**config.mk**
```make
export PLATFORM = sky130hd
export DESIGN_NAME = adc_block_averager_flat
export DESIGN_NICKNAME = d
export VERILOG_FILES = /design/src/rtl/adc_pkg.sv /design/src/rtl/adc_block_averager_if.sv /design/src/rtl/adc_avg_outreg.sv /design/src/rtl/adc_block_averager.sv /design/src/flat_wrapper.sv
export SDC_FILE = /design/constraint.sdc
export NUM_CORES = 1
export LEC_CHECK = 0
export ABC_AREA = 1
export BUFFER_PORTS_ARGS = -buffer_cell sky130_fd_sc_hd__buf_2
export CAP_MARGIN = 0
export CORE_MARGIN = 2
export CORE_UTILIZATION = 54
export DETAILED_ROUTE_END_ITERATION = 6
export PLACE_DENSITY = 0.78
export SLEW_MARGIN = 20
export SYNTH_ARGS = -nofsm -noshare
export SYNTH_HDL_FRONTEND = slang
export SYNTH_SLANG_ARGS = --single-unit
```
**constraint.sdc**
```tcl
create_clock -name system_clock -period 2.4 [get_ports system_clock]
set_clock_uncertainty 0.05 [all_clocks]
set_input_delay 0 -clock system_clock [delete_from_list [all_inputs] [get_ports system_clock]]
set_output_delay 0 -clock system_clock [all_outputs]
set_load 0.05 [all_outputs]
```
**src/rtl/adc_pkg.sv**
```systemverilog
// Shared definitions for the ADC block averager.
// Holds ADC word-format constants, the output-register state type and the
// rounding-bias helper. Imported by the interface, top and output register.
package adc_pkg;

  localparam int ADC_DATA_W  = 24;
  localparam logic [ADC_DATA_W-1:0] ADC_FS_POS = 24'h7FFFFF;
  localparam logic [ADC_DATA_W-1:0] ADC_FS_NEG = 24'h800000;
  localparam int ADC_RAW_MSB = 31;

  typedef enum logic {
    OUT_EMPTY,
    OUT_FULL
  } out_state_t;

  // Half an LSB of the shifted result; zero in pass-through mode.
  function automatic int avg_bias(input int log2_avg);
    return (log2_avg == 0) ? 0 : (1 << (log2_avg - 1));
  endfunction

endpackage

```
**src/rtl/adc_block_averager_if.sv**
```systemverilog
// Result stream of the ADC block averager (valid/ready).
//   avg_data  : signed block average
//   avg_valid : result pending
//   avg_ready : consumer accepts when avg_valid && avg_ready
//   blk_min / blk_max : block min/max, present only with ADC_AVG_MINMAX_EN
// master = averager side, slave = consumer side.
interface adc_block_averager_if #(
  parameter int DATA_W = adc_pkg::ADC_DATA_W
) ();

  logic signed [DATA_W-1:0] avg_data;
  logic                     avg_valid;
  logic                     avg_ready;

`ifdef ADC_AVG_MINMAX_EN
  logic signed [DATA_W-1:0] blk_min;
  logic signed [DATA_W-1:0] blk_max;

  modport master (output avg_data, output avg_valid, output blk_min,
                  output blk_max, input avg_ready);
  modport slave  (input avg_data, input avg_valid, input blk_min,
                  input blk_max, output avg_ready);
`else
  modport master (output avg_data, output avg_valid, input avg_ready);
  modport slave  (input avg_data, input avg_valid, output avg_ready);
`endif

endinterface

```
**src/rtl/adc_avg_outreg.sv**
```systemverilog
// Output register of the ADC block averager: holds the latest block result,
// runs the valid/ready handshake and detects results lost to overrun.
// Optional macro ADC_AVG_MINMAX_EN adds the min/max result registers.
// Ports:
//   system_clock, reset_n : clock, synchronous active-low reset
//   load                  : a block completed this cycle
//   load_data             : rounded average of that block
//   load_min / load_max   : block min/max (ADC_AVG_MINMAX_EN only)
//   flag_clear            : clears overrun_flag (a same-cycle overrun wins)
//   overrun_flag          : sticky, a completed block replaced an unread one
//   avg                   : result stream (master side)
//
// state     | meaning
// ----------+----------------------------------------------
// OUT_EMPTY | no result pending, avg_valid = 0
// OUT_FULL  | result pending in avg_data, avg_valid = 1
module adc_avg_outreg
  import adc_pkg::*;
#(
  parameter int DATA_W = ADC_DATA_W
) (
  input  logic                     system_clock,
  input  logic                     reset_n,
  input  logic                     load,
  input  logic signed [DATA_W-1:0] load_data,
`ifdef ADC_AVG_MINMAX_EN
  input  logic signed [DATA_W-1:0] load_min,
  input  logic signed [DATA_W-1:0] load_max,
`endif
  input  logic                     flag_clear,
  output logic                     overrun_flag,
  adc_block_averager_if.master     avg
);

  out_state_t state;

  always_ff @(posedge system_clock) begin
    if (!reset_n) begin
      state         <= OUT_EMPTY;
      avg.avg_valid <= 1'b0;
      avg.avg_data  <= '0;
      overrun_flag  <= 1'b0;
`ifdef ADC_AVG_MINMAX_EN
      avg.blk_min   <= '0;
      avg.blk_max   <= '0;
`endif
    end else begin
      // Clear first so a same-cycle overrun below takes priority.
      if (flag_clear) overrun_flag <= 1'b0;

      if (load) begin
        avg.avg_data <= load_data;
`ifdef ADC_AVG_MINMAX_EN
        avg.blk_min  <= load_min;
        avg.blk_max  <= load_max;
`endif
      end

      case (state)
        OUT_EMPTY: begin
          if (load) begin
            state         <= OUT_FULL;
            avg.avg_valid <= 1'b1;
          end
        end
        OUT_FULL: begin
          if (load) begin
            // A handshake on the same edge consumes the old result, so
            // only an unread result counts as lost.
            if (!avg.avg_ready) overrun_flag <= 1'b1;
          end else if (avg.avg_ready) begin
            state         <= OUT_EMPTY;
            avg.avg_valid <= 1'b0;
          end
        end
        default: begin
          state         <= OUT_EMPTY;
          avg.avg_valid <= 1'b0;
        end
      endcase
    end
  end

endmodule

```
**src/rtl/adc_block_averager.sv**
```systemverilog
// ADC block averager: takes the channel-0 raw word from the SPI master,
// extracts the signed conversion result, sums 2^LOG2_AVG samples and emits
// the rounded (half-up) block average on a valid/ready stream.
// Optional macro ADC_AVG_MINMAX_EN adds blk_min/blk_max on the stream.
// Ports:
//   system_clock, reset_n : clock, synchronous active-low reset
//   enable                : 1 = accumulate, 0 = keep the block cleared
//   raw_valid, raw_data   : one-cycle sample strobe and raw SPI word
//   flag_clear            : clears clip_flag and overrun_flag
//   clip_flag             : sticky, a full-scale sample was accepted
//   overrun_flag          : sticky, an unread result was overwritten
//   sample_count          : samples in the current block
//   avg                   : result stream (master side)
module adc_block_averager
  import adc_pkg::*;
#(
  parameter int LOG2_AVG = 4,
  parameter int DATA_W   = ADC_DATA_W
) (
  input  logic                system_clock,
  input  logic                reset_n,
  input  logic                enable,
  input  logic                raw_valid,
  input  logic [31:0]         raw_data,
  input  logic                flag_clear,
  output logic                clip_flag,
  output logic                overrun_flag,
  output logic [LOG2_AVG:0]   sample_count,
  adc_block_averager_if.master avg
);

  localparam int ACC_W = DATA_W + LOG2_AVG;
  localparam int CNT_W = LOG2_AVG + 1;
  localparam logic [CNT_W-1:0] LAST_IDX = CNT_W'((1 << LOG2_AVG) - 1);
  localparam logic signed [ACC_W-1:0] BIAS = ACC_W'(avg_bias(LOG2_AVG));
  // Full-scale codes scaled to the result width (top bits of the 24-bit codes).
  localparam logic [DATA_W-1:0] FS_POS = ADC_FS_POS[ADC_DATA_W-1 -: DATA_W];
  localparam logic [DATA_W-1:0] FS_NEG = ADC_FS_NEG[ADC_DATA_W-1 -: DATA_W];

  logic signed [DATA_W-1:0] sample;
  logic signed [ACC_W-1:0]  acc;
  logic signed [ACC_W-1:0]  acc_sum;
  logic signed [DATA_W-1:0] avg_next;
  logic [CNT_W-1:0]         count;
  logic                     accept;
  logic                     complete;
  logic                     clip_hit;
  logic                     unused_raw_lsbs;

  assign sample          = raw_data[ADC_RAW_MSB -: DATA_W];
  assign unused_raw_lsbs = ^raw_data[ADC_RAW_MSB-DATA_W:0];

  assign accept   = raw_valid && enable;
  assign complete = accept && (count == LAST_IDX);
  assign clip_hit = accept && ((sample == FS_POS) || (sample == FS_NEG));

  // The completing sample is folded in combinationally so the result is
  // registered on the same edge that clears the accumulator. The sum of
  // 2^LOG2_AVG in-range samples plus the bias cannot leave ACC_W bits, and
  // the shifted value always fits DATA_W.
  assign acc_sum  = acc + ACC_W'(sample);
  assign avg_next = DATA_W'((acc_sum + BIAS) >>> LOG2_AVG);

  always_ff @(posedge system_clock) begin
    if (!reset_n) begin
      acc       <= '0;
      count     <= '0;
      clip_flag <= 1'b0;
    end else begin
      if (!enable) begin
        acc   <= '0;
        count <= '0;
      end else if (accept) begin
        if (complete) begin
          acc   <= '0;
          count <= '0;
        end else begin
          acc   <= acc_sum;
          count <= count + CNT_W'(1);
        end
      end

      if (clip_hit)        clip_flag <= 1'b1;
      else if (flag_clear) clip_flag <= 1'b0;
    end
  end

  assign sample_count = count;

`ifdef ADC_AVG_MINMAX_EN
  logic signed [DATA_W-1:0] run_min;
  logic signed [DATA_W-1:0] run_max;
  logic signed [DATA_W-1:0] min_next;
  logic signed [DATA_W-1:0] max_next;

  // The first sample of a block reinitialises both trackers.
  assign min_next = ((count == '0) || (sample < run_min)) ? sample : run_min;
  assign max_next = ((count == '0) || (sample > run_max)) ? sample : run_max;

  always_ff @(posedge system_clock) begin
    if (!reset_n) begin
      run_min <= '0;
      run_max <= '0;
    end else if (accept) begin
      run_min <= min_next;
      run_max <= max_next;
    end
  end
`endif

  adc_avg_outreg #(
    .DATA_W (DATA_W)
  ) u_outreg (
    .system_clock (system_clock),
    .reset_n      (reset_n),
    .load         (complete),
    .load_data    (avg_next),
`ifdef ADC_AVG_MINMAX_EN
    .load_min     (min_next),
    .load_max     (max_next),
`endif
    .flag_clear   (flag_clear),
    .overrun_flag (overrun_flag),
    .avg          (avg)
  );

endmodule
```
**src/flat_wrapper.sv**
```systemverilog
// flat-port wrapper written by rule: the top's interface ports become plain ports
module adc_block_averager_flat import adc_pkg::*;
#(
  parameter int LOG2_AVG = 4,
  parameter int DATA_W   = ADC_DATA_W
)
  (system_clock, reset_n, enable, raw_valid, raw_data, flag_clear, clip_flag, overrun_flag, sample_count, avg_avg_data, avg_avg_valid, avg_avg_ready);
  adc_block_averager_if #(.DATA_W(DATA_W)) avg_i ();
  input  logic system_clock;
  input  logic reset_n;
  input  logic enable;
  input  logic raw_valid;
  input  logic [31:0] raw_data;
  input  logic flag_clear;
  output logic clip_flag;
  output logic overrun_flag;
  output logic [LOG2_AVG:0] sample_count;
  output wire logic [$bits(avg_i.avg_data)-1:0] avg_avg_data;
  output wire logic [$bits(avg_i.avg_valid)-1:0] avg_avg_valid;
  input wire logic [$bits(avg_i.avg_ready)-1:0] avg_avg_ready;
  assign avg_avg_data = avg_i.avg_data;
  assign avg_avg_valid = avg_i.avg_valid;
  assign avg_i.avg_ready = avg_avg_ready;
  adc_block_averager #(.LOG2_AVG(LOG2_AVG), .DATA_W(DATA_W)) u_core (.system_clock(system_clock), .reset_n(reset_n), .enable(enable), .raw_valid(raw_valid), .raw_data(raw_data), .flag_clear(flag_clear), .clip_flag(clip_flag), .overrun_flag(overrun_flag), .sample_count(sample_count), .avg(avg_i));
endmodule
```
Word-level counts from Yosys, hierarchy flattened. Index checks and enable logic that the tools add are counted.

Bits of input ports: 38. Flip-flop bits (word level): 61.

Equality and inequality tests: 6. Reduce and logical (&&, ||, !) cells: 7. $add $sub $neg: 3. Muxes and demuxes: 16. Bitwise logic cells: 1.

Operator list (number): 28-bit by 24-bit adder with 28-bit output (1); 28-bit by 5-bit adder with 28-bit output, second input constant (1); 28-bit two-way mux (1); 24-bit by 23-bit equality test with 1-bit output, second input constant (1); 24-bit equality test, second input constant (1); 1-bit two-way mux (12); 5-bit by 1-bit adder with 5-bit output, second input constant (1); 5-bit by 4-bit equality test with 1-bit output, second input constant (1); 5-bit two-way mux (1); 2-bit != test, second input constant (2); 1-bit one-hot mux with 2 select lines (2); 1-bit logical AND (3); 3-bit AND reduction (1); 2-bit by 1-bit != test with 1-bit output, second input constant (1); 2-bit AND reduction (1); 2-bit nonzero test (1); 1-bit logical OR (1); 1-bit inverter (1).

Longest topological paths before layout.
Word-level depth: 4. Depth in mapped cells: 20. Gate-level depth less buffers: 20.

Cells and area by module. A second synthesis with hierarchy kept.

Cell total of the unflattened synthesis: 910. Area total of the unflattened synthesis: 5312.6 um^2.

Modules (own cells, without submodules): adc_block_averager (sequential area each 680.7 um^2, area each 4281.6 um^2, cells each 787, instances 1); adc_avg_outreg (sequential area each 540.5 um^2, area each 1031.0 um^2, cells each 123, instances 1).

Worst setup path before layout. No wires, ideal clock.

Kind: register to register. Start point: reg u_core.acc[0]. End point: reg u_core.u_outreg.avg.avg_data[10]. Stages on the path, launching flop included: 16. Slack: 0.004 ns. Library setup time: 0.114 ns. Arrival time: 2.233 ns. Required time: 2.236 ns. Cells stage by stage: dfxtp_1 -> ha_1 -> fa_1 -> nand3_1 -> nand3_2 -> nand2_1 -> nand2_1 -> nor2_1 -> nand3_1 -> nor2_4 -> nand2_1 -> nor2_4 -> nand2_1 -> xor2_1 -> o21bai_1 -> inv_1.

Cells in the longest elaborated chain, start to end: 2.

Ends and longest elaborated chain: start, declared (RTL line adc_block_averager.sv:41) `logic signed [ACC_W-1:0] acc;`; start signal, assigned (RTL line adc_block_averager.sv:78) `acc <= acc_sum;`; 28-bit by 24-bit adder with 28-bit output (RTL line adc_block_averager.sv:61) `assign acc_sum = acc + ACC_W'(sample);`; 28-bit by 5-bit adder with 28-bit output (RTL line adc_block_averager.sv:62) `assign avg_next = DATA_W'((acc_sum + BIAS) >>> LOG2_AVG);`; end signal, assigned (RTL line adc_avg_outreg.sv:52) `avg.avg_data <= load_data;`; end, declared (RTL line adc_block_averager_if.sv:24) `modport master (output avg_data, output avg_valid, input avg_ready);`.

Every way passes these cells. A chain may end at the register's enable or synchronous reset.

Worst setup path in the final report.
Start point: reg u_core.acc[0]. End point: reg u_core.u_outreg.avg.avg_data[6].

Same word-level chain as after synthesis.

==> impl_metrics.toml <==
[run_status]
status = "finished, violations left"
violations = "negative setup slack"

[cts]
clock_latency_ns = 0.36
clk_path_buf_depth = 2
htreeDepth = 3
cts.sinks = 61
clk_pin_slew_ns = 0.08
cts_made_buffers = 9
cts_root_buf = "clkbuf_8"
cts_tree = "built"

[worst_setup_path]
r2r_start = "u_core.acc[0]"
crit_family = "simple AND/OR/NAND/NOR gates"
r2r_slack_ns = -0.19
crit_top_cell = "nand3_4"
crit_slowest_cell = "fa_2"
cp_data_arrival_time_ns = 2.85
cp-start-kind = "register"
setup.worst_path.class = "register to register"
crit_chain = "ha_4 > fa_2 > nand2_2 > nand3_2 > nand3_4 > nand3_4 > nand2_4 > buf_6 > nand3_4 > nor2_4 > nand2_2 > buf_4 > buf_4 > nor2_1 > o221ai_1 > inv_1"
cp_num_buf_inv = 4
critPathMaxFanout = 4
cpPeakStageDelay_ns = 0.40
critical_path_required_ns = 2.66
worst_setup_path_end_kind = "register"
cp-startpoint = "u_core.acc[0]"

[floorplanning]
pin_count = 70
fp.dieArea_um2 = 10920
die_w_um = 104.5
placeableCoreArea_um2 = 9774
start_util = 0.5580
rows = 36
fp.dieH_um = 104.5

[yosys]
synth_seq_cells = 61
ys_warn_count = 0
ys_types = 45
synth-edff-count = 0
synth_seq_area_share = 0.2239
async_flop_share = 0
syn_inst = 894
avgSynthCellArea_um2 = 6.101
synth_flop_cell = "dfxtp_1"
syn-num-nets = 963
syn_area_um2 = 5454

[power]
ir_drop_mv = 0.3007
power.density_nw_per_um2 = 392.2
leakage_nw = 3.829

[place]
gp_congestion = 0.9579
dp_hpwl_mm = 11.97
port_buffers = 61
placed_area_um2 = 6417

[sta]
period_share = 1.080
final-setup-viol-count = 15
slew_headroom = 0.6578
worst_slack_ns = -0.1917
tns_ns = -1.096
drv_slew = 0
rsz0062_at_grt = "true"
hold_viol = 0
tightest_slew_ns = 0.5087
max_clock_freq_mhz = 385.8
period_needed_ns = 2.592

[layout]
antenna_cells = 0
fin_util = 0.7563
final_nets = 1116
areaGrowthSynthToFinish_pct = 35.54
mostFrequentLayoutCell = "nand2_1"
final_cell_mix = "278 x nand2_1, 130 x inv_1, 90 x buf_4, 61 x buf_2, 57 x dfxtp_1"
final_layout_size_suffix_gt1_frac = 0.3384
final_area_um2 = 7392

[detailed_routing]
detail_route.vias_per_cell = 5.224
drt_iter0_markers = 466
wl_mm = 17.26
wire_per_inst_um = 14.56
first_pass_iters = 5
num_vias = 6191
post-route-drc-count = 0
antenna_left = 0

[worst_hold_path]
min_path_type = "input port to register"
hp-start = "raw_data[8]"

[global_route]
grt_max_degree = 32
antenna_found_initial = 0
grt_pass1_wl_mm = 26.15
grt_remaining_overflow = 0
grt_util_all_layers = 0.2966
grt_pass1_vias = 5773

[flow_run]
maxCapViolations = 0
==> report_power, final <==
group	switching (W)	internal, W
combinational	0.000529	0.000366
clock	0.000458	0.000510
sequential	0.0000115	0.00103
total	0.000999	0.00190
==> Yosys cell counts, drive strengths merged (3+ instances only) <==
cell type	number	area, um^2
ha	30	375.4
xnor2	4	61.32
nor2	85	481.7
nand4	25	162.6
o21ai	19	95.09
dfxtp	61	1221
a21oi	57	300.3
nor3	4	20.02
clkbuf	14	52.55
nand3	57	332.8
clkinv	4	15.01
nor4	5	31.28
nand3b	4	46.29
o221ai	3	26.28
o21a	6	45.04
o21bai	5	37.54
inv	148	555.5
nand2	340	1404
xor2	10	87.58
==> registers in the layout (all words and copies together) (netlist names) <==
name	flops
u_core.acc	28
u_core.u_outreg.avg.avg_data	24
u_core.sample_count	5
u_core.clip_flag	1
u_core.u_outreg.avg.avg_valid	1
u_core.u_outreg.overrun_flag	1
u_core.u_outreg.state	1
==> stage by stage <==
step                      std cells  setup slack [ns]  hold slack [ns]  total power (W)
after floorplan                 894          0.003558          0.05822         0.001497
after global placement         1144           -0.1188           0.1658         0.001760
after detailed placement       1144           -0.1908           0.1836         0.001766
after CTS                      1176          -0.06008          0.02124         0.002780
after global routing           1185           -0.2733          0.04712         0.003025
final                          1185           -0.1917          0.02053         0.002899
==> worst paths after layout <==
kind | to | cells past startpoint
max | u_core.u_outreg.avg.avg_data[6] | 16
min | u_core.acc[0] | 4
max reg2reg | u_core.u_outreg.avg.avg_data[6] | 16
min reg2reg | u_core.acc[12] | 2
==> cells by family after synthesis <==
logic type / after synthesis / synth area share
AND/OR/NAND/NOR: 524 / 0.4593
buffers and inverters: 168 / 0.1159
AO/OA/AOI/OAI: 96 / 0.1012
flip-flops: 61 / 0.2239
adder cells (fa/ha/maj): 31 / 0.07249
XOR/XNOR: 14 / 0.02730
==> final cells by class <==
| type | instances | area (um^2) |
|---|---|---|
| Clock buffer | 11 | 141.4 |
| Clock inverter | 5 | 58.81 |
| Fill cell | 770 | 2382 |
| Inverter | 152 | 570.5 |
| Multi-Input combinational cell | 665 | 4165 |
| Sequential cell | 61 | 1226 |
| Tap cell | 133 | 166.4 |
| Timing Repair Buffer | 158 | 1064 |
==> metal layers <==
layer  global-route usage  up-vias  share of wire
met5                    0        -              0
met4               0.1660        0          0.046
met3              0.04699       51          0.054
met2               0.5154      199           0.49
met1               0.3454     2821           0.41
li1                     -     3120              -
==> tightest hold or removal path: cells and delay by family <==
kind	cells	cell delay (ns)
AND/OR/NAND/NOR	1	0.04
adder cells (fa/ha/maj)	1	0.13
buffers and inverters	1	0.13
AO/OA/AOI/OAI	1	0.10
==> what timing repair did <==
item / in CTS / in global routing
setup buffers: 12 / 10
hold buffers: 4 / 0
setup endpoints to repair: 19 / 25
hold endpoints to repair: 7 / 0
gates resized for setup: 36 / 94
pin swaps: 18 / 30
No activity file was read; power rests on OpenSTA's default activity.
